===== src/rtl/uart_prog_loader.sv =====
// Boot loader: receives program bytes over an 8N1 UART, packs them little-endian into
// 32-bit words, writes them to instruction memory and releases the core on END_WORD.
module uart_prog_loader #(
  parameter int          CLKS_PER_BIT = 10417,
  parameter int          ADDR_W       = 12,
  parameter logic [31:0] END_WORD     = 32'h0000_0FFF
) (
  input  logic              clk_i,
  input  logic              rst_ni,
  input  logic              rx_i,
  output logic              mem_req_o,
  output logic              mem_we_o,
  output logic [ADDR_W-1:0] mem_addr_o,
  output logic [31:0]       mem_wdata_o,
  output logic [3:0]        mem_be_o,
  input  logic              mem_gnt_i,
  output logic              core_rst_no,
  output logic              load_done_o,
  output logic              frame_err_o,
  output logic              overrun_o,
  output logic [ADDR_W:0]   word_count_o
);

  localparam int CNT_W = $clog2(CLKS_PER_BIT);
  localparam logic [CNT_W-1:0] HALF_M1 = CNT_W'(CLKS_PER_BIT / 2 - 1);
  localparam logic [CNT_W-1:0] BIT_M1  = CNT_W'(CLKS_PER_BIT - 1);

  typedef enum logic [1:0] {RX_IDLE, RX_START, RX_DATA, RX_STOP} rx_state_e;
  typedef enum logic [1:0] {LD_LOAD, LD_WRITE, LD_DONE} ld_state_e;

  rx_state_e         rx_state, rx_next;
  ld_state_e         ld_state, ld_next;
  logic              rx_p0, rx_p1, rx_p2;
  logic              rx_fall;
  logic [CNT_W-1:0]  cnt;
  logic              cnt_hit, cnt_restart;
  logic [2:0]        bit_idx;
  logic [7:0]        shift;
  logic              shift_en, byte_vld, stop_err;
  logic              rx_active, byte_ok;
  logic [1:0]        byte_idx;
  logic [23:0]       word_lo;
  logic              word_cmpl;
  logic [31:0]       new_word;
  logic              latch_word, write_adv, overrun_set;

  // ---- stage p0/p1: two-flop synchronizer, p2 holds previous level for edge detect
  always_ff @(posedge clk_i) begin
    if (!rst_ni) begin
      rx_p0 <= 1'b1;
      rx_p1 <= 1'b1;
      rx_p2 <= 1'b1;
    end else begin
      rx_p0 <= rx_i;
      rx_p1 <= rx_p0;
      rx_p2 <= rx_p1;
    end
  end

  assign rx_fall = rx_p2 & ~rx_p1;
  assign cnt_hit = (rx_state == RX_START) ? (cnt == HALF_M1) : (cnt == BIT_M1);

  // ---- RX bit-timing FSM
  always_ff @(posedge clk_i) begin
    if (!rst_ni) rx_state <= RX_IDLE;
    else         rx_state <= rx_next;
  end

  always_comb begin
    rx_next     = rx_state;
    cnt_restart = 1'b0;
    shift_en    = 1'b0;
    byte_vld    = 1'b0;
    stop_err    = 1'b0;
    case (rx_state)
      RX_IDLE: begin
        cnt_restart = 1'b1;
        if (rx_fall) rx_next = RX_START;
      end
      RX_START: begin
        if (cnt_hit) begin
          cnt_restart = 1'b1;
          // A line that is high again at mid-start was only a glitch.
          rx_next     = rx_p1 ? RX_IDLE : RX_DATA;
        end
      end
      RX_DATA: begin
        if (cnt_hit) begin
          cnt_restart = 1'b1;
          shift_en    = 1'b1;
          if (bit_idx == 3'd7) rx_next = RX_STOP;
        end
      end
      RX_STOP: begin
        if (cnt_hit) begin
          cnt_restart = 1'b1;
          rx_next     = RX_IDLE;
          if (rx_p1) byte_vld = 1'b1;
          else       stop_err = 1'b1;
        end
      end
      default: rx_next = RX_IDLE;
    endcase
  end

  always_ff @(posedge clk_i) begin
    if (!rst_ni) begin
      cnt     <= '0;
      bit_idx <= '0;
      shift   <= '0;
    end else begin
      cnt <= cnt_restart ? '0 : cnt + 1'b1;
      if (rx_state == RX_START) bit_idx <= '0;
      else if (shift_en)        bit_idx <= bit_idx + 3'd1;
      if (shift_en) shift <= {rx_p1, shift[7:1]};
    end
  end

  // ---- byte assembly into little-endian words; RX is ignored once loading is done
  assign rx_active = (ld_state != LD_DONE);
  assign byte_ok   = byte_vld & rx_active;
  assign word_cmpl = byte_ok & (byte_idx == 2'd3);
  assign new_word  = {shift, word_lo};

  always_ff @(posedge clk_i) begin
    if (!rst_ni) begin
      byte_idx <= '0;
      word_lo  <= '0;
    end else if (byte_ok) begin
      byte_idx <= byte_idx + 2'd1;
      case (byte_idx)
        2'd0:    word_lo[7:0]   <= shift;
        2'd1:    word_lo[15:8]  <= shift;
        2'd2:    word_lo[23:16] <= shift;
        default: word_lo        <= word_lo;
      endcase
    end
  end

  // ---- load FSM and memory write port
  always_ff @(posedge clk_i) begin
    if (!rst_ni) ld_state <= LD_LOAD;
    else         ld_state <= ld_next;
  end

  always_comb begin
    ld_next     = ld_state;
    latch_word  = 1'b0;
    write_adv   = 1'b0;
    overrun_set = 1'b0;
    case (ld_state)
      LD_LOAD: begin
        if (word_cmpl) begin
          if (new_word == END_WORD) begin
            ld_next = LD_DONE;
          end else begin
            latch_word = 1'b1;
            ld_next    = LD_WRITE;
          end
        end
      end
      LD_WRITE: begin
        // A word finishing while the request is still up is dropped, even on the grant cycle.
        if (word_cmpl) overrun_set = 1'b1;
        if (mem_gnt_i) begin
          write_adv = 1'b1;
          ld_next   = LD_LOAD;
        end
      end
      LD_DONE: ld_next = LD_DONE;
      default: ld_next = LD_LOAD;
    endcase
  end

  always_ff @(posedge clk_i) begin
    if (!rst_ni) begin
      mem_wdata_o  <= '0;
      mem_addr_o   <= '0;
      word_count_o <= '0;
      frame_err_o  <= 1'b0;
      overrun_o    <= 1'b0;
    end else begin
      if (latch_word) mem_wdata_o <= new_word;
      if (write_adv) begin
        mem_addr_o <= mem_addr_o + 1'b1;
        if (word_count_o != '1) word_count_o <= word_count_o + 1'b1;
      end
      if (stop_err && rx_active) frame_err_o <= 1'b1;
      if (overrun_set)           overrun_o   <= 1'b1;
    end
  end

  assign mem_req_o   = (ld_state == LD_WRITE);
  assign mem_we_o    = mem_req_o;
  assign mem_be_o    = 4'hF;
  assign core_rst_no = (ld_state == LD_DONE);
  assign load_done_o = (ld_state == LD_DONE);

endmodule


===== config.mk =====
export PLATFORM = sky130hd
export DESIGN_NAME = uart_prog_loader
export DESIGN_NICKNAME = d
export VERILOG_FILES = /design/src/rtl/uart_prog_loader.sv
export SDC_FILE = /design/constraint.sdc
export NUM_CORES = 1
export LEC_CHECK = 0
export BUFFER_PORTS_ARGS = -buffer_cell sky130_fd_sc_hd__buf_2
export CAP_MARGIN = 5
export CORE_UTILIZATION = 28
export DETAILED_ROUTE_END_ITERATION = 8
export GPL_ROUTABILITY_DRIVEN = 1
export GPL_TIMING_DRIVEN = 1
export PLACE_DENSITY_LB_ADDON = 0.12
export SETUP_SLACK_MARGIN = 0.02
export SLEW_MARGIN = 20
export SYNTH_ARGS = -nofsm -noshare
export SYNTH_HDL_FRONTEND = slang
export SYNTH_SLANG_ARGS = --single-unit

===== constraint.sdc =====
create_clock -name clk_i -period 4.9 [get_ports clk_i]
set_clock_uncertainty 0.2 [all_clocks]
set_input_delay 0.245 -clock clk_i [delete_from_list [all_inputs] [get_ports clk_i]]
set_output_delay 0.245 -clock clk_i [all_outputs]
set_load 0.01 [all_outputs]

# Word level (Yosys, flattened, before mapping)

Index checks and enable logic that the tools add are counted.

Add/sub/neg operators: 5
$mul: 0
Divide/modulo/power cells: 0
$lt $le $gt $ge: 0
Equality and inequality tests: 21
Shift operators: 0
Mux-type cells: 28
Bitwise logic cells: 5
Reduce and logical (&&, ||, !) cells: 13

Operator list:

| cell                    | count |
|---|---|
| $eq A32 B12 Y1 const B  | 1 |
| $mux W2                 | 9 |
| $mux W1                 | 16 |
| $add A14 B1 Y14 const B | 1 |
| $eq A14 B13 Y1 const B  | 1 |
| $eq A14 B14 Y1 const B  | 1 |
| $ne A2 B2 Y1 const B    | 7 |
| $add A13 B1 Y13 const B | 1 |
| $ne A13 B13 Y1 const B  | 1 |
| $add A12 B1 Y12 const B | 1 |
| $eq A2 B2 Y1 const B    | 5 |
| $reduce_and A2 Y1       | 5 |
| $pmux W2 S4             | 1 |
| $eq A2 B1 Y1 const B    | 3 |
| $logic_not A2 Y1        | 3 |
| $pmux W2 S3             | 1 |
| $reduce_and A5 Y1       | 1 |
| $reduce_or A2 Y1        | 2 |
| $add A3 B1 Y3 const B   | 1 |
| $and A1 B1 Y1           | 3 |
| $eq A3 B3 Y1 const B    | 1 |
| $reduce_or A3 Y1        | 1 |
| $add A2 B1 Y2 const B   | 1 |
| $ne A2 B1 Y1 const B    | 1 |
| 3 further kinds         | 4 |

Flip-flop bits (word level): 117
Latch bits: 0
Memory bits (writable): 0
Memory bits (read-only): 0
Input port bits: 4
Output and inout bits: 67
Logic and storage cells: 89
Memories: 0

# Longest topological paths before layout

Gate-level depths: netlist of run 1.

Word-level depth: 8
Mapped depth: 8
Depth with buffers taken out: 6

# Least setup slack after synthesis of run 1

Ideal clock, no wire load.

Kind: register -> register
Start: register rx_state[0]
End: register word_lo[14]
Library setup time: 0.072 ns
Arrival: 1.818 ns
Data required time: 4.628 ns
Path slack: 2.810 ns
Cell stages (with the launch flop): 9
Path buffers: 3
Period minus slack after synthesis: 2.090 ns
Cells stage by stage: dfxtp_1 > buf_4 > nand2b_4 > or4_4 > a22oi_4 > buf_4 > and3_1 > buf_6 > mux2i_1

Word-level cells in the longest chain between the ends: 6
Elaborated cells between the ends (all ways): 7
Those cells by class: eq/ne: 2; mux: 3; bitwise: 1; reduce/logical: 1

Ends and longest elaborated chain:

| item                            | line | RTL |
|---|---|---|
| from (decl)                     | 31   | `rx_state_e rx_state, rx_next;` |
| from (signal assigned)          | 66   | `else rx_state <= rx_next;` |
| $eq A2 B1 Y1                    | 61   | `assign cnt_hit = (rx_state == RX_START) ? (cnt == HALF_M1) : (cnt == BIT_M1);` |
| $mux W1                         | 61   |  |
| $mux W1                         | 95   | `if (cnt_hit) begin` |
| $mux W1 (*)                     | 75   | `case (rx_state)` |
| $and A1 B1 Y1 (*)               | 121  | `assign byte_ok = byte_vld & rx_active;` |
| $reduce_and A2 Y1 (no line) (*) | --   |  |
| to (signal assigned)            | 133  | `2'd1: word_lo[15:8] <= shift;` |
| to (signal assigned)            | 135  | `default: word_lo <= word_lo;` |
| to (decl)                       | 42   | `logic [23:0] word_lo;` |

Every way passes the cells marked *; elsewhere a longest branch is shown, timed or not.
A chain may end at the register's enable or synchronous reset.

# Worst setup path after layout of run 1

Start: register word_lo[19]
End: register mem_wdata_o[14]

Word-level cells in the longest chain between the ends: 4

Ends and longest elaborated chain:

| item                   | line | RTL |
|---|---|---|
| from (signal assigned) | 134  | `2'd2: word_lo[23:16] <= shift;` |
| from (signal assigned) | 135  |  |
| $eq A32 B12 Y1         | 154  | `if (new_word == END_WORD) begin` |
| $mux W1                | 154  |  |
| $mux W1                | 153  | `if (word_cmpl) begin` |
| $mux W1                | 151  | `case (ld_state)` |
| to (signal assigned)   | 183  | `if (latch_word) mem_wdata_o <= new_word;` |
| to (decl)              | 14   | `output logic [31:0] mem_wdata_o,` |

Every way passes these cells.

==> out/metrics.yaml, run 1 <==
worst_setup_path:
  cp-end-kind: "flop"
  crit_required_ns: 5.04
  crit_path_end: "mem_wdata_o[14]$_SDFFE_PN0P_"
  crit_start: "word_lo[19]$_SDFFE_PN0P_"
  regToRegSetupSlack_ns: 2.12
  r2r_end: "mem_wdata_o[14]$_SDFFE_PN0P_"
  critical_path_arrival_ns: 2.91
  cp-start-kind: "flop"
  rr_startpoint: "word_lo[19]$_SDFFE_PN0P_"
  cp_max_fo: 33
  timing_worst_setup_path_type: "flop to flop"
  r2r_cells: 6
pwr:
  powerDensity_nw_per_um2: 396
  p_switching_mw: 0.465
  total_power_mw: 2.37
  p_seq_frac: 0.404
  p_leak_nw: 2.53
  netSwitchingFraction: 0.197
  pwr-share-clk: 0.585
  ir_drop_uv: 252
  power_frac_comb: 0.011
  p_int_mw: 1.90
logic_synthesis:
  synth_seq_area_share: 0.484
  ys_seq_elements: 117
  synth_area_leaders: "dfxtp_1, mux2i_1, nand2_1, nor2_1, xnor2_1"
  synthArstFlopShare: 0
  yosysWarnings: 0
  syn-cell-area_um2: 4840
  ys.flop_type: "dfxtp_1"
  synth_cells: 502
  synth.most_common_cell: "dfxtp_1"
  synth_commonest_cells: "dfxtp_1, nand2_1, mux2i_1"
  synth_top_area_frac: 0.484
  synth.avg_cell_area_um2: 9.64
  yosysTopAreaCell: "dfxtp_1"
  ys_types: 44
  synth_edf_count: 0
placement:
  dp_hpwl_mm: 7.48
  place_area_um2: 5280
  portBuffers: 66
  dp_slack_ns: 2.14
  routabilityCongestion: 0.730
cells_and_area:
  num-fill-cells: 1722
  seq_area_um2: 2340
  syn_to_final_growth_pct: 23.3
  drive_gt1_frac: 0.184
  design_area_um2: 5970
  layout.nets: 575
  antenna_cells: 0
  multi_input_area_um2: 2290
timing:
  maxSlewViolCount: 0
  slew_headroom: 0.349
  setup_viol: 0
  max_freq_mhz: 360
  period_needed_ns: 2.78
  worstMarginPinSlew_ns: 0.975
  setup_ws_ns: 2.12
  finalSetupTns_ns: 0
  rsz0062_at_grt: "no"
  min_period_over_period: 0.566
  hold_viol: 0
floorplanning:
  die_area_um2: 17800
  rows: 47
  dieHeight_um: 133
  fp.dieW_um: 133
  coreArea_um2: 16700
  io-pin-count: 71
  start_util: 0.290
clock_network:
  clockBufferDepth: 2
  clock_latency_ns: 0.42
  cts_resized: 0
  cts_setup_buffers: 0
  clkSinkCount: 117
  cts_hold_buf: 2
  cts.clk_slew.worst_paths_ns: 0.06
  htreeDepth: 4
  cts_tree: "yes"
  cts_buffers: 17
  root_buffer: "clkbuf_16"
status:
  status: "complete, no violations"
drt:
  vias_per_cell: 4.57
  vias: 3637
  wirelength_mm: 11.0
  drcViolationCount: 0
  wl_per_cell_um: 13.9
  drt_iter0_markers: 167
  dr.pass1.iters: 4
  drtAntennaViolNets: 0
worst_hold_path:
  min_path_type: "flop to flop"
  holdPathStages: 1
global_route:
  overflow: 0
  grt_use_total: 0.133
  grt_max_degree: 80
  grt_pass1_wl_mm: 18.2
  grt_pass1_vias: 3660
  antenna_found_initial: 0
run:
  timing.max_cap.violations: 0
[registers in the layout, indices dropped and copies added (netlist names), named ones only]
register / cells
word_count_o: 13
mem_addr_o: 12
bit_idx: 3
frame_err_o: 1
rx_p1: 1
rx_state: 1
rx_p2: 1
shift: 8
overrun_o: 1
byte_idx: 2
mem_wdata_o: 32
cnt: 14
rx_p0: 1
ld_state: 2
word_lo: 24
[power by group through the flow]
stage | Combinational [mW] | Clock [mW] | Sequential [mW]
after floorplan | 0.0226 | 0 | 0.975
after detailed placement | 0.0242 | 0 | 0.976
after global routing | 0.0287 | 1.47 | 0.955
after global placement | 0.0241 | 0 | 0.976
after CTS | 0.0256 | 1.42 | 0.956
final | 0.0249 | 1.38 | 0.956
[layout by cell type, fill, tap and decap left out, drive strengths merged, types with 2 or more instances in the layout]
cell type / count
dfxtp: 117
nand2: 87
mux2i: 73
buf: 68
nor2: 43
clkbuf: 20
nand4: 14
xnor2: 14
nand3: 14
xor2: 12
and3: 9
ha: 9
nor3: 8
nor4: 8
inv: 7
a21oi: 7
nand2b: 7
nor2b: 6
o21ai: 5
or3: 5
bufinv: 5
conb: 4
clkinv: 4
and4: 3
clkinvlp: 3
nor4bb: 2
nor4b: 2
a41oi: 2
a31oi: 2
dlygate4sd3: 2
nor3b: 2
[cells by family after synthesis]
| group | Yosys count | share of synthesized area |
|---|---|---|
| simple gates | 214 | 0.214 |
| flops | 117 | 0.484 |
| mux | 73 | 0.151 |
| buf+inv | 39 | 0.0458 |
| xor+xnor | 26 | 0.0471 |
| compound gates | 23 | 0.0339 |
| fa+ha+maj | 9 | 0.0233 |
| other cells | 1 | 0.000775 |
[per-layer routing]
metal | up-vias | global-route usage | share of wire
met5 | - | 0 | 0
met4 | 0 | 0.0581 | 0.013
met3 | 9 | 0.0426 | 0.037
met2 | 61 | 0.223 | 0.49
met1 | 1723 | 0.156 | 0.46
li1 | 1844 | - | -
[area by class of cell]
| cell class | count | share of cell area |
|---|---|---|
| inverters | 7 | 0.00440 |
| repair buffers | 70 | 0.0612 |
| flip-flops and latches | 117 | 0.392 |
| well taps | 220 | 0.0461 |
| clock buffers | 20 | 0.0782 |
| multi-input cells | 349 | 0.384 |
| clock inverters | 12 | 0.0335 |
[how the worst min path moves through the flow]
stage / start / end / slack, ns
5_1_grt: rx_p0$_SDFF_PN1_ / rx_p1$_SDFF_PN1_ / 0.25
4_1_cts: rx_p0$_SDFF_PN1_ / rx_p1$_SDFF_PN1_ / 0.22
3_5_place_dp: rx_p0$_SDFF_PN1_ / rx_p1$_SDFF_PN1_ / 0.21
6_report: rx_p0$_SDFF_PN1_ / rx_p1$_SDFF_PN1_ / 0.21
2_1_floorplan: rx_i / rx_p0$_SDFF_PN1_ / 0.15
3_3_place_gp: rx_p0$_SDFF_PN1_ / rx_p1$_SDFF_PN1_ / 0.22
[per-stage QoR]
stage,hold WS [ns],cells,utilization
2_1_floorplan,0.146,505,-
3_3_place_gp,0.223,761,0.316
3_5_place_dp,0.212,761,0.316
4_1_cts,0.222,795,0.357
5_1_grt,0.252,795,0.357
6_report,0.213,795,0.357
[worst max-delay path, cell delays in order (launching register included)]
cell      delay (ns)
dfxtp_1         0.31
nor4_1          0.38
nand4_1         0.18
nor4_1          0.64
nand4b_1        0.20
buf_4           0.50
mux2i_1         0.26
Note: power is estimated with default switching activity, not from simulation.
==> inputs of run 2 (changes only) <==
==> constraint.sdc (replaced) <==
create_clock -name clk_i -period 2.9 [get_ports clk_i]
set_clock_uncertainty 0.2 [all_clocks]
set_input_delay 0.145 -clock clk_i [delete_from_list [all_inputs] [get_ports clk_i]]
set_output_delay 0.145 -clock clk_i [all_outputs]
set_load 0.01 [all_outputs]
==> run 2 against run 1 <==
Against the previous run:
- sequential cell count is the same
- worst hold slack lost 0.13 ns
- power grew 59%
- critical path type unchanged
- non-clock buffer count grew 8
- sequential power grew 69%
- clock power grew 53%
==> out/metrics.yaml, run 2 (synthesis results as in run 1) <==
drt:
  vias_per_cell: 4.59  # was 4.57
  drtAntennaViolNets: 0  # unchanged
  drt_iter0_markers: 95  # was 167
  vias: 3684  # was 3637
  wl_per_cell_um: 13.6  # was 13.9 um
  wirelength_mm: 10.9  # was 11.0 mm
  dr.pass1.iters: 5  # was 4
  drcViolationCount: 0  # unchanged
floorplanning:
  start_util: 0.290  # unchanged
  rows: 47  # unchanged
  coreArea_um2: 16700  # unchanged
  die_area_um2: 17800  # unchanged
  io-pin-count: 71  # unchanged
  dieHeight_um: 133  # unchanged
  fp.dieW_um: 133  # unchanged
status:
  status: "complete, no violations"  # unchanged
worst_setup_path:
  crit_required_ns: 3.03  # was 5.04 ns
  cp-start-kind: "flop"  # unchanged
  critical_path_arrival_ns: 2.66  # was 2.91 ns
  timing_worst_setup_path_type: "flop to flop"  # unchanged
  cp-end-kind: "flop"  # unchanged
  cp_max_fo: 10  # was 33
clock_network:
  cts.clk_slew.worst_paths_ns: 0.06  # about the same
  clockBufferDepth: 2  # unchanged
  cts_resized: 0  # unchanged
  cts_tree: "yes"  # unchanged
  clkSinkCount: 117  # unchanged
  root_buffer: "clkbuf_16"  # unchanged
  cts_buffers: 17  # unchanged
  htreeDepth: 4  # unchanged
  clock_latency_ns: 0.41  # was 0.42 ns
placement:
  portBuffers: 66  # unchanged
  dp_hpwl_mm: 7.70  # was 7.48 mm
  place_area_um2: 5350  # was 5280 um2
  dp_slack_ns: 0.366  # was 2.14 ns
  routabilityCongestion: 0.701  # was 0.730
pwr:
  powerDensity_nw_per_um2: 631  # was 396 nW/um2
  power_frac_comb: 0.012  # was 0.011
  p_seq_frac: 0.428  # was 0.404
  p_int_mw: 3.01  # was 1.90 mW
  p_switching_mw: 0.759  # was 0.465 mW
  netSwitchingFraction: 0.201  # was 0.197
  total_power_mw: 3.77  # was 2.37 mW
  pwr-share-clk: 0.560  # was 0.585
  p_leak_nw: 2.54  # was 2.53 nW
  ir_drop_uv: 368  # was 252 uV
cells_and_area:
  layout.nets: 583  # was 575
  reg_top3: "mem_wdata_o (32), word_lo (24), cnt (14)"  # unchanged
  syn_to_final_growth_pct: 23.5  # was 23.3%
  most-common-layout-cells: "dfxtp_1, nand2_1, mux2i_1"  # unchanged
  antenna_cells: 0  # unchanged
  top_register: "mem_wdata_o"  # unchanged
  num-fill-cells: 1740  # was 1722
  final_common_cell: "dfxtp_1"  # unchanged
  design_area_um2: 5980  # was 5970 um2
  largest_reg_flops: 32  # unchanged
  drive_gt1_frac: 0.192  # was 0.184
timing:
  period_needed_ns: 2.53  # was 2.78 ns
  finalSetupTns_ns: 0  # unchanged
  maxSlewViolCount: 0  # unchanged
  min_period_over_period: 0.871  # was 0.566
  rsz0062_at_grt: "no"  # unchanged
  setup_ws_ns: 0.375  # was 2.12 ns
  holdWs_ns: 0.0817  # was 0.213 ns
  max_freq_mhz: 396  # was 360 MHz
  slew_headroom: 0.591  # was 0.349
  setup_viol: 0  # unchanged
  hold_viol: 0  # unchanged
  worstMarginPinSlew_ns: 0.609  # was 0.975 ns
global_route:
  grt_use_total: 0.131  # was 0.133
  grt_pass1_wl_mm: 18.2  # about the same
  grt_max_degree: 33  # was 80
  grt_pass1_vias: 3602  # was 3660
  antenna_found_initial: 0  # unchanged
  overflow: 0  # unchanged
worst_hold_path:
  min_path_type: "input port to flop"  # was flop to flop
run:
  timing.max_cap.violations: 0  # unchanged
## run 2: changes by cell type in the layout (fill, tap and decap cells not counted)
cell        delta
nor3b_1        +1
clkbuf_8       -1
nor3b_2        -1
bufinv_16      -2
clkinvlp_4     +2
buf_12         +1
buf_4          +7
## run 2: final timing paths
path                                          startpoint                           to  slack, ns  depth (start not counted)
worst min-delay path                              rst_ni  mem_wdata_o[9]$_SDFFE_PN0P_       0.08                          3
worst min register to register          rx_p0$_SDFF_PN1_             rx_p1$_SDFF_PN1_       0.22                          1
worst max-delay path            rx_state[0]$_SDFFE_PN0P_        shift[4]$_SDFFE_PN0P_       0.37                          7
worst max register to register  rx_state[0]$_SDFFE_PN0P_        shift[4]$_SDFFE_PN0P_       0.37                          7
## run 2: worst max-delay path, cell delays in order, from the launching register on
cell	delay, ns
dfxtp_1	0.54
nand2b_4	0.10
or4_4	0.50
a22oi_4	0.27
buf_4	0.21
nor3b_1	0.22
buf_4	0.22
mux2i_1	0.20
## run 2: repair_timing
item | 4_1_cts | 5_1_grt
hold buffers | 2 | 0
endpoints found under the setup margin | 0 | 0
setup buffers | 0 | 0
endpoints found under the hold margin | 2 | 0
## run 2: layout make-up
class	instances	area (um2)	area share
inverters	7	26.3	0.00440
well taps	220	275	0.0461
multi-input cells	349	2290	0.383
flip-flops and latches	117	2340	0.392
clock inverters	12	155	0.0260
clock buffers	19	453	0.0758
repair buffers	78	438	0.0733
## run 2: power by group through the flow
stage	registers, mW	logic (mW)	clock network, mW
finish	1.62	0.0453	2.11
detailed placement	1.65	0.0445	0
global placement	1.65	0.0443	0
CTS	1.61	0.0467	2.17
floorplan	1.65	0.0382	0
global route	1.61	0.0513	2.25
## run 2: routing by layer
metal | track usage | vias up | share of wire
met4 | 0.0455 | 0 | 0.0049
met2 | 0.216 | 58 | 0.50
met3 | 0.0381 | 4 | 0.028
met5 | 0 | - | 0
li1 | - | 1862 | -
met1 | 0.163 | 1760 | 0.47
## run 2: stage by stage
step / utilization / std cells
2_1_floorplan: - / 505
3_3_place_gp: 0.320 / 769
6_report: 0.358 / 802
3_5_place_dp: 0.320 / 769
5_1_grt: 0.358 / 802
4_1_cts: 0.358 / 802
